$ cat src/rtl/riscv_pkg.sv
// Shared core types and constants.
// Imported by every pipeline stage.
package riscv_pkg;

    localparam int XLEN        = 32;
    localparam int INSTR_BYTES = 4;

    localparam logic [XLEN-1:0] NOP_INSTR = 32'h0000_0013;

    typedef enum logic [1:0] {
        S_RUN   = 2'd0,
        S_FLUSH = 2'd1,
        S_HALT  = 2'd2
    } fetch_state_t;

endpackage

$ cat src/rtl/fetch_unit_pc_next_sel.sv
// Next-PC selection for the fetch stage.
// Flags misaligned or out-of-range targets.
module pc_next_sel
    import riscv_pkg::*;
#(
    parameter int IMEM_BYTES = 128
) (
    input  logic [XLEN-1:0] pc_q,
    input  logic            stall,
    input  logic            redirect_valid,
    input  logic [XLEN-1:0] redirect_target,
    output logic [XLEN-1:0] pc_d,
    output logic            fault_d
);

    localparam logic [XLEN-1:0] LAST_PC = XLEN'(IMEM_BYTES - INSTR_BYTES);
    localparam logic [XLEN-1:0] STEP    = XLEN'(INSTR_BYTES);

    always_comb begin
        pc_d    = pc_q;
        fault_d = 1'b0;
        unique case (1'b1)
            redirect_valid: begin
                pc_d    = redirect_target;
                fault_d = (redirect_target[1:0] != 2'b00)
                       || (redirect_target > LAST_PC);
            end
            (stall && !redirect_valid): begin
                pc_d = pc_q;
            end
            default: begin
                pc_d    = pc_q + STEP;
                fault_d = pc_q > LAST_PC;
            end
        endcase
    end

endmodule

$ cat src/rtl/fetch_unit.sv
// Instruction-fetch stage: PC register, redirect/stall FSM,
// and pairing of returned memory words with their PC.
module fetch_unit
    import riscv_pkg::*;
#(
    parameter logic [31:0] RESET_PC   = 32'h0000_0000,
    parameter int          IMEM_BYTES = 128
) (
    input  logic            clk,
    input  logic            resetn,
    output logic [XLEN-1:0] imem_addr,
    input  logic [XLEN-1:0] imem_rdata,
    input  logic            stall,
    input  logic            redirect_valid,
    input  logic [XLEN-1:0] redirect_target,
    output logic            fetch_valid,
    output logic [XLEN-1:0] fetch_pc,
    output logic [XLEN-1:0] fetch_instr,
    output logic            fetch_fault
);

    fetch_state_t    state_q;
    logic [XLEN-1:0] pc_q;
    logic [XLEN-1:0] pc_d;
    logic            fault_d;
    logic            hold_q;
    logic [XLEN-1:0] hold_instr_q;

    pc_next_sel #(
        .IMEM_BYTES(IMEM_BYTES)
    ) u_sel (
        .pc_q           (pc_q),
        .stall          (stall),
        .redirect_valid (redirect_valid),
        .redirect_target(redirect_target),
        .pc_d           (pc_d),
        .fault_d        (fault_d)
    );

    assign imem_addr = pc_q;

    // While stalled the memory is already reading the next PC, so the
    // word paired with fetch_pc is captured on the first stalled edge.
    assign fetch_instr = !fetch_valid ? NOP_INSTR
                       : hold_q       ? hold_instr_q
                       :                imem_rdata;

    always_ff @(posedge clk) begin
        if (!resetn) begin
            pc_q         <= RESET_PC;
            state_q      <= S_RUN;
            fetch_valid  <= 1'b0;
            fetch_pc     <= '0;
            fetch_fault  <= 1'b0;
            hold_q       <= 1'b0;
            hold_instr_q <= '0;
        end else begin
            unique case (state_q)
                S_HALT: begin
                    fetch_valid <= 1'b0;
                    hold_q      <= 1'b0;
                end
                default: begin
                    if (fault_d) begin
                        state_q     <= S_HALT;
                        fetch_fault <= 1'b1;
                        fetch_valid <= 1'b0;
                        hold_q      <= 1'b0;
                    end else if (redirect_valid) begin
                        pc_q        <= pc_d;
                        fetch_valid <= 1'b0;
                        state_q     <= S_FLUSH;
                        hold_q      <= 1'b0;
                    end else if (stall) begin
                        if (fetch_valid && !hold_q) begin
                            hold_q       <= 1'b1;
                            hold_instr_q <= imem_rdata;
                        end
                    end else begin
                        fetch_valid <= 1'b1;
                        fetch_pc    <= pc_q;
                        pc_q        <= pc_d;
                        state_q     <= S_RUN;
                        hold_q      <= 1'b0;
                    end
                end
            endcase
        end
    end

endmodule

$ cat config.mk
export PLATFORM = sky130hd
export DESIGN_NAME = fetch_unit
export DESIGN_NICKNAME = d
export VERILOG_FILES = /design/src/rtl/riscv_pkg.sv /design/src/rtl/fetch_unit_pc_next_sel.sv /design/src/rtl/fetch_unit.sv
export SDC_FILE = /design/constraint.sdc
export NUM_CORES = 1
export LEC_CHECK = 0
export BUFFER_PORTS_ARGS = -buffer_cell sky130_fd_sc_hd__buf_4
export CAP_MARGIN = 20
export CORE_ASPECT_RATIO = 0.8
export CORE_UTILIZATION = 30
export CTS_CLUSTER_SIZE = 28
export DETAILED_ROUTE_END_ITERATION = 16
export PLACE_DENSITY = 0.63
export SKIP_LAST_GASP = 1
export SLEW_MARGIN = 20
export SYNTH_ARGS = -nofsm -noshare
export SYNTH_HDL_FRONTEND = slang
export SYNTH_SLANG_ARGS = --single-unit
$ cat constraint.sdc
create_clock -name clk -period 2.1 [get_ports clk]
set_clock_uncertainty 0.1 [all_clocks]
set_input_delay 0.315 -clock clk [delete_from_list [all_inputs] [get_ports clk]]
set_output_delay 0.315 -clock clk [all_outputs]
set_load 0.02 [all_outputs]
Word level (Yosys, flattened, before mapping)
Index checks and enable logic that the tools add are counted.

cells by class
  reduce and logical (&&, ||, !) cells = 13
  add/sub/neg operators = 1
  $lt $le $gt $ge = 2
  bitwise gates (word level) = 5
  mux-type cells = 9
  equality and inequality tests = 3

operator list
  operator                                                                           count
  32-bit two-way mux                                                                 4
  32-bit by 7-bit greater-than comparator with 1-bit output (second input constant)  2
  32-bit one-hot mux with 2 select lines                                             1
  32-bit by 3-bit adder with 32-bit output (second input constant)                   1
  2-bit two-way mux                                                                  3
  1-bit inverter                                                                     5
  5-bit AND reduction                                                                1
  5-bit OR reduction                                                                 1
  2-bit AND reduction                                                                2
  4-bit AND reduction                                                                1
  4-bit OR reduction                                                                 1
  3-bit by 1-bit inequality test with 1-bit output (second input constant)           1
  3-bit AND reduction                                                                1
  2-bit == test (second input constant)                                              1
  1-bit logical AND                                                                  2
  1-bit logical NOT                                                                  2
  2-bit by 1-bit inequality test with 1-bit output (second input constant)           1
  1-bit one-hot mux with 2 select lines                                              1
  2-bit nonzero test                                                                 1
  1-bit logical OR                                                                   1

word-level totals
  bits in registers = 101
  output and inout port bits = 98
  logic and storage cells = 40
  input bits = 68

Depth between registers and ports, before layout
Gate-level depths: netlist of run 1.

  word-level depth = 5
  depth in mapped cells = 8
  depth with buffers taken out = 6

Cells and area by module
From an unflattened synthesis of run 1, not the netlist that was laid out.

unflattened totals
  cell total of the unflattened synthesis = 660
  area total of the unflattened synthesis = 5531.6 um^2

by module, submodules not included
  module       sequential area each (um^2)  instances  area an instance (um^2)  cells an instance
  fetch_unit   2021.9                       1          4381.7                   476
  pc_next_sel  0.0                          1          1149.9                   184

Least setup slack after synthesis of run 1
Ideal clock, no wire load.

  path kind = register to register
  from = register pc_q[2], in the netlist imem_addr[2]
  to = register fetch_pc[6]
  period minus slack after synthesis = 1870 ps
  required time = 1885 ps
  arrival = 1655 ps
  stages on the path, launching flop included = 9
  path slack = 230 ps
  cells stage by stage = dfxtp_1 > ha_1 > nand3_1 > o211ai_1 > or3_4 > buf_6 > buf_6 > nand3_1 > o21ai_2

on the way
  cells in the longest elaborated chain, start to end = 4

ends and longest elaborated chain
  item                                                       RTL line                      source
  from (decl)                                                fetch_unit.sv:23              logic [XLEN-1:0] pc_q;
  from (signal assigned)                                     fetch_unit.sv:70              pc_q <= pc_d;
  from (signal assigned)                                     fetch_unit.sv:82              pc_q <= pc_d;
  32-bit by 7-bit greater-than comparator with 1-bit output  fetch_unit_pc_next_sel.sv:33  fault_d = pc_q > LAST_PC;
  1-bit one-hot mux with 2 select lines                      fetch_unit_pc_next_sel.sv:22  unique case (1'b1)
  1-bit inverter (no line)                                   n/a
  4-bit AND reduction (no line)                              n/a
  to (signal assigned)                                       fetch_unit.sv:81              fetch_pc <= pc_q;
  to (decl)                                                  fetch_unit.sv:17              output logic [XLEN-1:0] fetch_pc,

No other way between the ends.
A chain may end at the register's enable or synchronous reset.

Worst setup path after layout of run 1
  from = register hold_q
  to = output port fetch_instr[7]

on the way
  cells in the longest elaborated chain, start to end = 2

ends and longest elaborated chain
  item                    RTL line          source
  from (decl)             fetch_unit.sv:26  logic hold_q;
  from (signal assigned)  fetch_unit.sv:55  hold_q <= 1'b0;
  from (signal assigned)  fetch_unit.sv:61  hold_q <= 1'b0;
  from (signal assigned)  fetch_unit.sv:68  hold_q <= 1'b0;
  32-bit two-way mux      fetch_unit.sv:45  : hold_q ? hold_instr_q
  32-bit two-way mux      fetch_unit.sv:44  assign fetch_instr = !fetch_valid ? NOP_INSTR
  to (decl)               fetch_unit.sv:18  output logic [XLEN-1:0] fetch_instr,

No other way between the ends.

==> summary.md, run 1 <==
| Metric | Value |
|---|---|
| Synth warn | `0` |
| FF+latch count, synth | `101` |
| RSZ-0062 raised after global routing | `false` |
| Endpoints failing hold | `0` |
| CTS tree | `yes` |
| Complex-gate fraction of the synthesized area | `0.117` |
| Pwr Density | `680 nW/um^2` |
| Worst Hold Path Cells | `3` |
| Number of global-route vias before repair | `3441` |
| Average size of a mapped cell | `9.38 um^2` |
| Clock sink count | `101` |
| Die W | `134 um` |
| Total nets after synthesis | `512` |
| Post-Place Cells | `769` |
| Post-route insts no fill | `785` |
| Post-route setup slack | `0.161 ns` |
| Status | `finished clean` |
| Drt total wl | `10900 um` |
| Die height | `107 um` |
| CP cell instances | `buf_12 > mux2i_1 > nor2b_1 > buf_4` |
| Longest Clk Path Bufs | `2` |
| Final setup fails | `0` |
| Largest family of logic cells by synthesized area | `simple AND/OR/NAND/NOR gates` |
| Post-CTS setup buffers | `0` |
| Smallest hold slack | `0.119 ns` |
| Most common cell after layout, fill and taps aside | `buf_4` |
| Initial core utilization | `0.307` |
| Routed Antenna Nets | `0` |
| Slew Viols, Final | `0` |
| Critical path endpoint | `fetch_instr[7]` |
| Reg clk slew, reported paths | `0.07 ns` |
| Pleak | `2.56 nW` |
| Vias | `3618` |
| CP top delay family | `flip-flops` |
| Peak Freq | `516 MHz` |
| Post-Synth XOR/XNOR Area | `0` |
| Hold Crit Class | `input pin to register` |
| Worst slack at placement | `0.133 ns` |
| First-pass GRT wire length | `17200 um` |
| Vias/cell | `4.61` |
| H-tree depth | `3` |
| Post-Synth Adder-Cell Area | `0.00301` |
| Design Area, Final | `5940 um^2` |
| VDD IR max | `0.360 mV` |
| NumNets Final | `669` |
| Crit path from | `hold_q` |
| Critical-path maximum fanout | `22` |
| Slowest CP cell | `dfxtp_2` |
| CP required | `1.68 ns` |
| Dpl cell area | `5620 um^2` |
| P&R area growth vs syn | `43.0%` |
| Post-layout util | `0.438` |
| 1st-iter DRT viols | `160` |
| Yosys cell types | `39` |
| Dpl hpwl | `7770 um` |
| DR WL/cell | `13.9 um` |
| Io pins | `166` |
| Ant. Diodes | `0` |
| Worst path depth | `4` |
| Slew @ Worst Pin | `0.413 ns` |
| Sequential-to-total area share from yosys stat | `0.487` |
| Gpl congestion | `0.791` |
| Buffers and inverters on the worst path | `2` |
| Post-synthesis simple-gate area fraction | `0.275` |
| Overall power | `4.04 mW` |
| Root Driver | `clkbuf_16` |
| Post-CTS Hold Buffers | `0` |
| First-pass DRT Iterations | `4` |
| Period minus WS final | `1.94 ns` |
| Tot GR Track Use | `0.153` |
| GR Overflow Total | `0` |
| Core footprint | `13600 um^2` |
| Most frequent cells in the layout | `buf_4, dfxtp_1, nand2_1` |
| Mux cell area share after synthesis | `0.0795` |
| Residual DRC | `0` |
| Port bufs | `165` |
| Post-Synthesis Cells | `443` |
| Fraction of layout cells with a size suffix above 1 | `0.357` |
| Pin count of the biggest net entering global routing | `47` |
| Reg-to-Reg End | `fetch_pc[24]` |
| Die ar. | `14300 um^2` |
| Post-Syn Area | `4150 um^2` |
| Setup total negative slack | `0 ns` |
| Worst skew pair latency | `0.35 ns` |
| FF-to-FF Start | `imem_addr[1]` |
| Worst Setup End Kind | `output pin` |
| Worst EP arrival | `1.52 ns` |
| Initial antenna violation count | `0` |
| Crit share post-route | `0.923` |
| Crit Path Category | `register to output pin` |
| R2r worst-path depth | `5` |
| R2r setup slk | `0.20 ns` |
| Row Count | `38` |
| Max cap viols | `0` |
| Max_slew headroom | `0.722` |
| CTS Buf Count | `9` |
| Slowest stage delay, CP | `0.47 ns` |
| Cts repair resizes | `0` |
| CP Launch Type | `register` |
-- sequential cells by signal (all words and copies together) (netlist names) --
signal / cells
imem_addr: 32
state_q: 2
fetch_pc: 32
hold_instr_q: 32
fetch_fault: 1
fetch_valid: 1
hold_q: 1
-- power by group --
part	switching [mW]	internal (mW)	total, mW
registers	0.0101	1.93	1.94
clock network	0.795	0.956	1.75
logic	0.173	0.179	0.352
-- worst register-to-register path, cell delays in order (launching register included) --
cell and delay (ns):
dfxtp_1 0.38, o21ai_0 0.30, o211ai_1 0.17, or3_4 0.45, buf_12 0.20, and3_1 0.20
-- cells by family (layout without fill, tap and decap cells) --
logic type | after synthesis | after routing
and+or+nand+nor | 211 | 211
muxes | 33 | 33
AOI/OAI and AO/OA | 63 | 63
DFF | 101 | 101
adders and majority gates | 1 | 1
buffers and inverters | 34 | 196
-- final cells by class --
cell class                 instances  area [um^2]
clock inverter                     7         88.8
clock buffer                       9          225
inverter                           1         3.75
tap                              180          225
timing repair buffer             179         1390
sequential                       101         2020
multi-input combinational        308         1980
fill                            1327         7610
-- Yosys cell counts --
master	n	area, um^2
o31a_1	1	8.76
a21boi_1	11	82.6
a21oi_1	5	25.0
dfxtp_1	101	2020
nand2_1	81	304
nor3b_1	2	15.0
o31ai_1	1	7.51
o211ai_1	4	30.0
o21ai_0	2	10.0
nand3_1	9	45.0
buf_6	3	33.8
a21boi_0	22	165
inv_1	1	3.75
ha_1	1	12.5
nor2b_1	30	188
nor3_1	7	35.0
nor4b_2	1	15.0
mux2i_1	33	330
buf_1	2	7.51
nor4_2	3	37.5
or4b_1	1	10.0
and3_1	40	250
buf_2	10	50.1
o2bb2ai_2	2	30.0
o21ai_2	7	61.3
o21a_1	2	15.0
o2bb2a_4	1	20.0
o21ai_1	4	20.0
and2_4	1	8.76
or3_4	2	22.5
nand2b_4	1	13.8
clkbuf_1	18	67.6
nand2b_1	1	6.26
nand4_1	2	12.5
a221o_1	1	10.0
and2_1	11	68.8
nand3_2	2	20.0
nor2_1	7	26.3
nor4_1	10	62.6
-- how the worst min path moves through the flow --
| stage | from | endpoint | slack [ns] |
|---|---|---|---|
| 6_report | imem_rdata[8] | hold_instr_q[8] | 0.12 |
| 5_1_grt | imem_rdata[18] | hold_instr_q[18] | 0.1 |
| 4_1_cts | imem_rdata[17] | hold_instr_q[17] | 0.1 |
| 3_5_place_dp | hold_instr_q[2] | hold_instr_q[2] | 0.35 |
| 3_3_place_gp | hold_instr_q[10] | hold_instr_q[10] | 0.34 |
| 2_1_floorplan | hold_instr_q[10] | hold_instr_q[10] | 0.33 |
-- per-layer routing --
layer | wire length [um] | GRT usage
met5 | 0 | 0
met4 | 55 | 0.0406
met3 | 562 | 0.0476
met2 | 5230 | 0.251
met1 | 5030 | 0.194
No activity file was read; power rests on OpenSTA's default activity.
==> inputs of run 2 (changes only) <==
--- a/config.mk
+++ b/config.mk
@@ -5,11 +5,11 @@
 export SDC_FILE = /design/constraint.sdc
 export NUM_CORES = 1
 export LEC_CHECK = 0
+export ABC_AREA = 1
 export BUFFER_PORTS_ARGS = -buffer_cell sky130_fd_sc_hd__buf_4
 export CAP_MARGIN = 20
 export CORE_ASPECT_RATIO = 0.8
 export CORE_UTILIZATION = 30
-export CTS_CLUSTER_SIZE = 28
 export DETAILED_ROUTE_END_ITERATION = 16
 export PLACE_DENSITY = 0.63
 export SKIP_LAST_GASP = 1
==> summary.md, run 2 <==
| Metric | Value |
|---|---|
| Dominant cell type by area after synthesis | `dfxtp_1` |
| Port bufs | `165` |
| CTS Buf Count | `9` |
| GR Overflow Total | `0` |
| Yosys cell types | `27` |
| VDD IR max | `0.390 mV` |
| H-tree depth | `3` |
| Mux cell area share after synthesis | `0` |
| Post-route setup slack | `0.181 ns` |
| Ys async rst share | `0` |
| Post-synthesis simple-gate area fraction | `0.316` |
| Top cells by area, synth | `dfxtp_1, nor2_1, nand2_1` |
| Max cap viols | `0` |
| Top-count cell post-synth | `nor2_1` |
| Pin count of the biggest net entering global routing | `65` |
| Post-Syn Area | `4200 um^2` |
| Root Driver | `clkbuf_16` |
| Max_slew headroom | `0.710` |
| Post-route insts no fill | `960` |
| Longest Clk Path Bufs | `2` |
| Total nets after synthesis | `680` |
| Setup total negative slack | `0 ns` |
| Vias/cell | `4.18` |
| DR WL/cell | `11.2 um` |
| Most common cell after layout, fill and taps aside | `buf_4` |
| Dpl cell area | `5650 um^2` |
| Worst EP arrival | `1.50 ns` |
| Pwr Density | `682 nW/um^2` |
| Vias | `4008` |
| FF+latch count, synth | `101` |
| Post-synth top cells | `nor2_1, nand2_1, dfxtp_1` |
| Peak Freq | `521 MHz` |
| Pleak | `3.00 nW` |
| Number of global-route vias before repair | `3668` |
| Largest family of logic cells by synthesized area | `simple AND/OR/NAND/NOR gates` |
| Complex-gate fraction of the synthesized area | `0.0948` |
| Sequential-to-total area share from yosys stat | `0.482` |
| Post-CTS Hold Buffers | `0` |
| Synth warn | `0` |
| Die height | `108 um` |
| Slew @ Worst Pin | `0.424 ns` |
| Core footprint | `13600 um^2` |
| Ant. Diodes | `0` |
| Row Count | `38` |
| Clock sink count | `101` |
| Critical-path maximum fanout | `40` |
| Residual DRC | `0` |
| Die ar. | `14500 um^2` |
| Worst Setup End Kind | `output pin` |
| Design Area, Final | `5960 um^2` |
| Die W | `134 um` |
| CP Launch Type | `register` |
| First-pass GRT wire length | `17600 um` |
| Crit share post-route | `0.914` |
| Endpoints failing hold | `0` |
| Status | `finished clean` |
| Crit Path Category | `register to output pin` |
| Drt total wl | `10800 um` |
| NumNets Final | `844` |
| Tot GR Track Use | `0.152` |
| Most frequent cells in the layout | `buf_4, nor2_1, nand2_1` |
| Top cell type's share of synthesized area | `0.482` |
| Io pins | `166` |
| CTS tree | `yes` |
| Filler Cell Count | `1428` |
| Hold Crit Class | `input pin to register` |
| Worst slack at placement | `0.271 ns` |
| CP required | `1.68 ns` |
| First-pass DRT Iterations | `4` |
| Post-CTS setup buffers | `0` |
| Routed Antenna Nets | `0` |
| Post-synth EDFFs | `0` |
| Cts repair resizes | `0` |
| Fraction of layout cells with a size suffix above 1 | `0.264` |
| Period minus WS final | `1.92 ns` |
| Initial core utilization | `0.309` |
| Post-Place Cells | `944` |
| Post-Synth XOR/XNOR Area | `0.00418` |
| Overall power | `4.06 mW` |
| Final setup fails | `0` |
| Dpl hpwl | `7680 um` |
| Dominant synthesized flop cell | `dfxtp_1` |
| Slew Viols, Final | `0` |
| RSZ-0062 raised after global routing | `false` |
| Initial antenna violation count | `0` |
| P&R area growth vs syn | `42.0%` |
| Average size of a mapped cell | `6.87 um^2` |
| Worst skew pair latency | `0.34 ns` |
| 1st-iter DRT viols | `173` |
| Post-Synth Adder-Cell Area | `0.00298` |
| Gpl congestion | `0.743` |
| Post-Synthesis Cells | `611` |
| Reg clk slew, reported paths | `0.07 ns` |
run 2: changes by cell type in the layout (fill, tap and decap cells not counted), moves of 9 or more:
cell      delta
nor4_1       -9
and2_1      -11
mux2i_1     -33
and3_1      -38
a21boi_0    -22
o21ai_0     +35
nand2_1     +67
inv_1       +65
a21oi_1     +30
nor2_1     +155
nor2b_1     -30
a21boi_1    -11
run 2: cell families after synthesis:
group,after synthesis
flops,101
fa+ha+maj,1
buf+inv,98
compound gates,77
simple gates,332
xor+xnor,2
run 2: final cells by class:
| class | instances | area [um^2] | share of cell area |
|---|---|---|---|
| well taps | 180 | 225 | 0.0378 |
| flip-flops and latches | 101 | 2020 | 0.339 |
| repair buffers | 184 | 1390 | 0.234 |
| inverters | 67 | 251 | 0.0422 |
| clock inverters | 6 | 78.8 | 0.0132 |
| multi-input cells | 412 | 1760 | 0.295 |
| clock buffers | 10 | 229 | 0.0384 |
run 2: final timing paths:
| path | to | cells after the start | from | slack, ns |
|---|---|---|---|---|
| min | hold_instr_q[24] | 3 | imem_rdata[24] | 0.1 |
| max | fetch_instr[3] | 4 | hold_q | 0.18 |
| max reg2reg | fetch_pc[2] | 11 | imem_addr[2] | 0.25 |
| min reg2reg | fetch_pc[9] | 2 | fetch_pc[9] | 0.34 |
run 2: where the power goes:
part | switching (mW) | internal [mW]
registers | 0.0135 | 1.94
logic | 0.216 | 0.179
clock network | 0.765 | 0.950
run 2: metrics by stage:
step	utilization	hold slack (ns)
floorplan	-	0.332
global placement	0.415	0.327
detailed placement	0.415	0.329
CTS	0.438	0.0879
global route	0.438	0.0958
finish	0.438	0.0973
run 2: critical path, stage by stage, from the launching register on:
cell	delay [ns]
dfxtp_1	0.36
buf_4	0.33
o21ai_0	0.12
a21oi_1	0.17
buf_4	0.17
run 2: routing by layer:
metal	up-vias	wire, um	track usage
li1	2184	-	-
met2	108	4490	0.235
met3	5	927	0.0612
met1	1711	5310	0.196
met5	-	0	0
met4	0	59	0.0393
==> inputs of run 3 (changes only) <==
--- a/config.mk
+++ b/config.mk
@@ -11,6 +11,7 @@
 export CORE_ASPECT_RATIO = 0.8
 export CORE_UTILIZATION = 30
 export DETAILED_ROUTE_END_ITERATION = 16
+export HOLD_SLACK_MARGIN = 0.12
 export PLACE_DENSITY = 0.63
 export SKIP_LAST_GASP = 1
 export SLEW_MARGIN = 20
==> summary.md, run 3 (same netlist as run 2, synthesis figures left out) <==
| Metric | Value |
|---|---|
| Dpl cell area | `5650 um^2` |
| Port bufs | `165` |
| Design Area, Final | `6260 um^2` |
| Root Driver | `clkbuf_16` |
| Drt total wl | `11100 um` |
| Reg-to-Reg End | `fetch_pc[2]` |
| Routed Antenna Nets | `0` |
| CTS Buf Count | `9` |
| R2r setup slk | `0.25 ns` |
| Hold Crit Class | `input pin to register` |
| Pin count of the biggest net entering global routing | `65` |
| Hold EP | `hold_instr_q[1]` |
| Longest Clk Path Bufs | `2` |
| Row Count | `38` |
| Max cap viols | `0` |
| Initial core utilization | `0.309` |
| Slew Viols, Final | `0` |
| Fraction of layout cells with a size suffix above 1 | `0.254` |
| Period minus WS final | `1.91 ns` |
| Cts repair resizes | `0` |
| Die ar. | `14500 um^2` |
| Min-delay src | `imem_rdata[1]` |
| Crit share post-route | `0.907` |
| Sequential cell area | `2020 um^2` |
| Most used cell, CP | `buf_4` |
| H-tree depth | `3` |
| Crit Path Category | `register to output pin` |
| Slowest stage delay, CP | `0.36 ns` |
| Filler Cell Count | `1386` |
| Smallest hold slack | `0.132 ns` |
| Critical-path maximum fanout | `40` |
| Initial antenna violation count | `0` |
| CTS tree | `yes` |
| R2r worst-path depth | `11` |
| CP Launch Type | `register` |
| RSZ-0062 raised after global routing | `false` |
| Overall power | `4.11 mW` |
| First-pass GRT wire length | `18000 um` |
| Peak Freq | `525 MHz` |
| Ant. Diodes | `0` |
| Most frequent cells in the layout | `buf_4, nor2_1, nand2_1` |
| First-pass DRT Iterations | `4` |
| Reg clk slew, reported paths | `0.07 ns` |
| GR Overflow Total | `0` |
| Worst Setup End Kind | `output pin` |
| DR WL/cell | `11.2 um` |
| FF-to-FF Start | `imem_addr[2]` |
| Most common cell after layout, fill and taps aside | `buf_4` |
| Core footprint | `13600 um^2` |
| Status | `finished clean` |
| Endpoints failing hold | `0` |
| P&R area growth vs syn | `49.1%` |
| Die height | `108 um` |
| Pwr Density | `657 nW/um^2` |
| Max_slew headroom | `0.710` |
| CP required | `1.68 ns` |
| Slew @ Worst Pin | `0.424 ns` |
| Number of global-route vias before repair | `3801` |
| Vias/cell | `4.15` |
| Vias | `4105` |
| Multi-input logic area | `1760 um^2` |
| Dpl hpwl | `7680 um` |
| 1st-iter DRT viols | `167` |
| Slowest CP cell | `dfxtp_1` |
| Tot GR Track Use | `0.156` |
| Pleak | `3.13 nW` |
| VDD IR max | `0.391 mV` |
| Die W | `134 um` |
| Setup total negative slack | `0 ns` |
| CP cell instances | `buf_4 > o21ai_0 > a21oi_1 > buf_4` |
| Worst skew pair latency | `0.34 ns` |
| Worst EP arrival | `1.49 ns` |
| Worst Hold Path Cells | `3` |
| Residual DRC | `0` |
| Final setup fails | `0` |
| Clock sink count | `101` |
| NumNets Final | `874` |
| Gpl congestion | `0.743` |
| Io pins | `166` |
-- run 3: timing repair --
item	CTS	global route
setup buffers	0	0
hold buffers	30	0
hold endpoints to repair	30	0
-- run 3: layer usage --
| metal | routed length (um) | global-route usage | share of wire | up-vias |
|---|---|---|---|---|
| met4 | 59 | 0.0393 | 0.0053 | 0 |
| met1 | 5470 | 0.197 | 0.49 | 1744 |
| met3 | 896 | 0.0612 | 0.081 | 5 |
| met5 | 0 | 0 | 0 | - |
| met2 | 4680 | 0.246 | 0.42 | 111 |
| li1 | - | - | - | 2245 |
-- run 3: report_power, final --
group / switching, mW / total [mW] / leakage (nW) / internal (mW)
Combinational: 0.227 / 0.442 / 2.16 / 0.215
Clock: 0.767 / 1.72 / 0.151 / 0.950
Sequential: 0.0135 / 1.95 / 0.816 / 1.94
Total: 1.01 / 4.11 / 3.13 / 3.10
-- run 3: critical path: cells and delay by family, from the launching register on --
| kind | cells | cell delay [ns] |
|---|---|---|
| compound gates | 2 | 0.29 |
| buf+inv | 2 | 0.50 |
| flops | 1 | 0.36 |
-- run 3: worst max-delay path by stage --
stage	from	slack [ns]	to
after floorplan	imem_addr[2]	0.32	hold_instr_q[12]
after global placement	imem_addr[2]	0.30	fetch_pc[4]
after detailed placement	imem_addr[2]	0.27	fetch_pc[3]
after CTS	hold_q	0.18	fetch_instr[3]
after global routing	imem_addr[2]	0.04	fetch_pc[1]
final	hold_q	0.19	fetch_instr[3]
-- run 3: layout make-up --
class	instances	share of cell area
Clock buffer	10	0.0366
Clock inverter	6	0.0126
Inverter	67	0.0402
Multi-Input combinational cell	412	0.281
Sequential cell	101	0.323
Tap cell	180	0.0360
Timing Repair Buffer	214	0.271
-- run 3: metrics by stage --
step                setup WS [ns]  std cells  utilization
floorplan                   0.322        611            -
global placement            0.298        944        0.415
detailed placement          0.271        944        0.415
CTS                         0.177        990        0.460
global route               0.0355        990        0.460
finish                      0.194        990        0.460
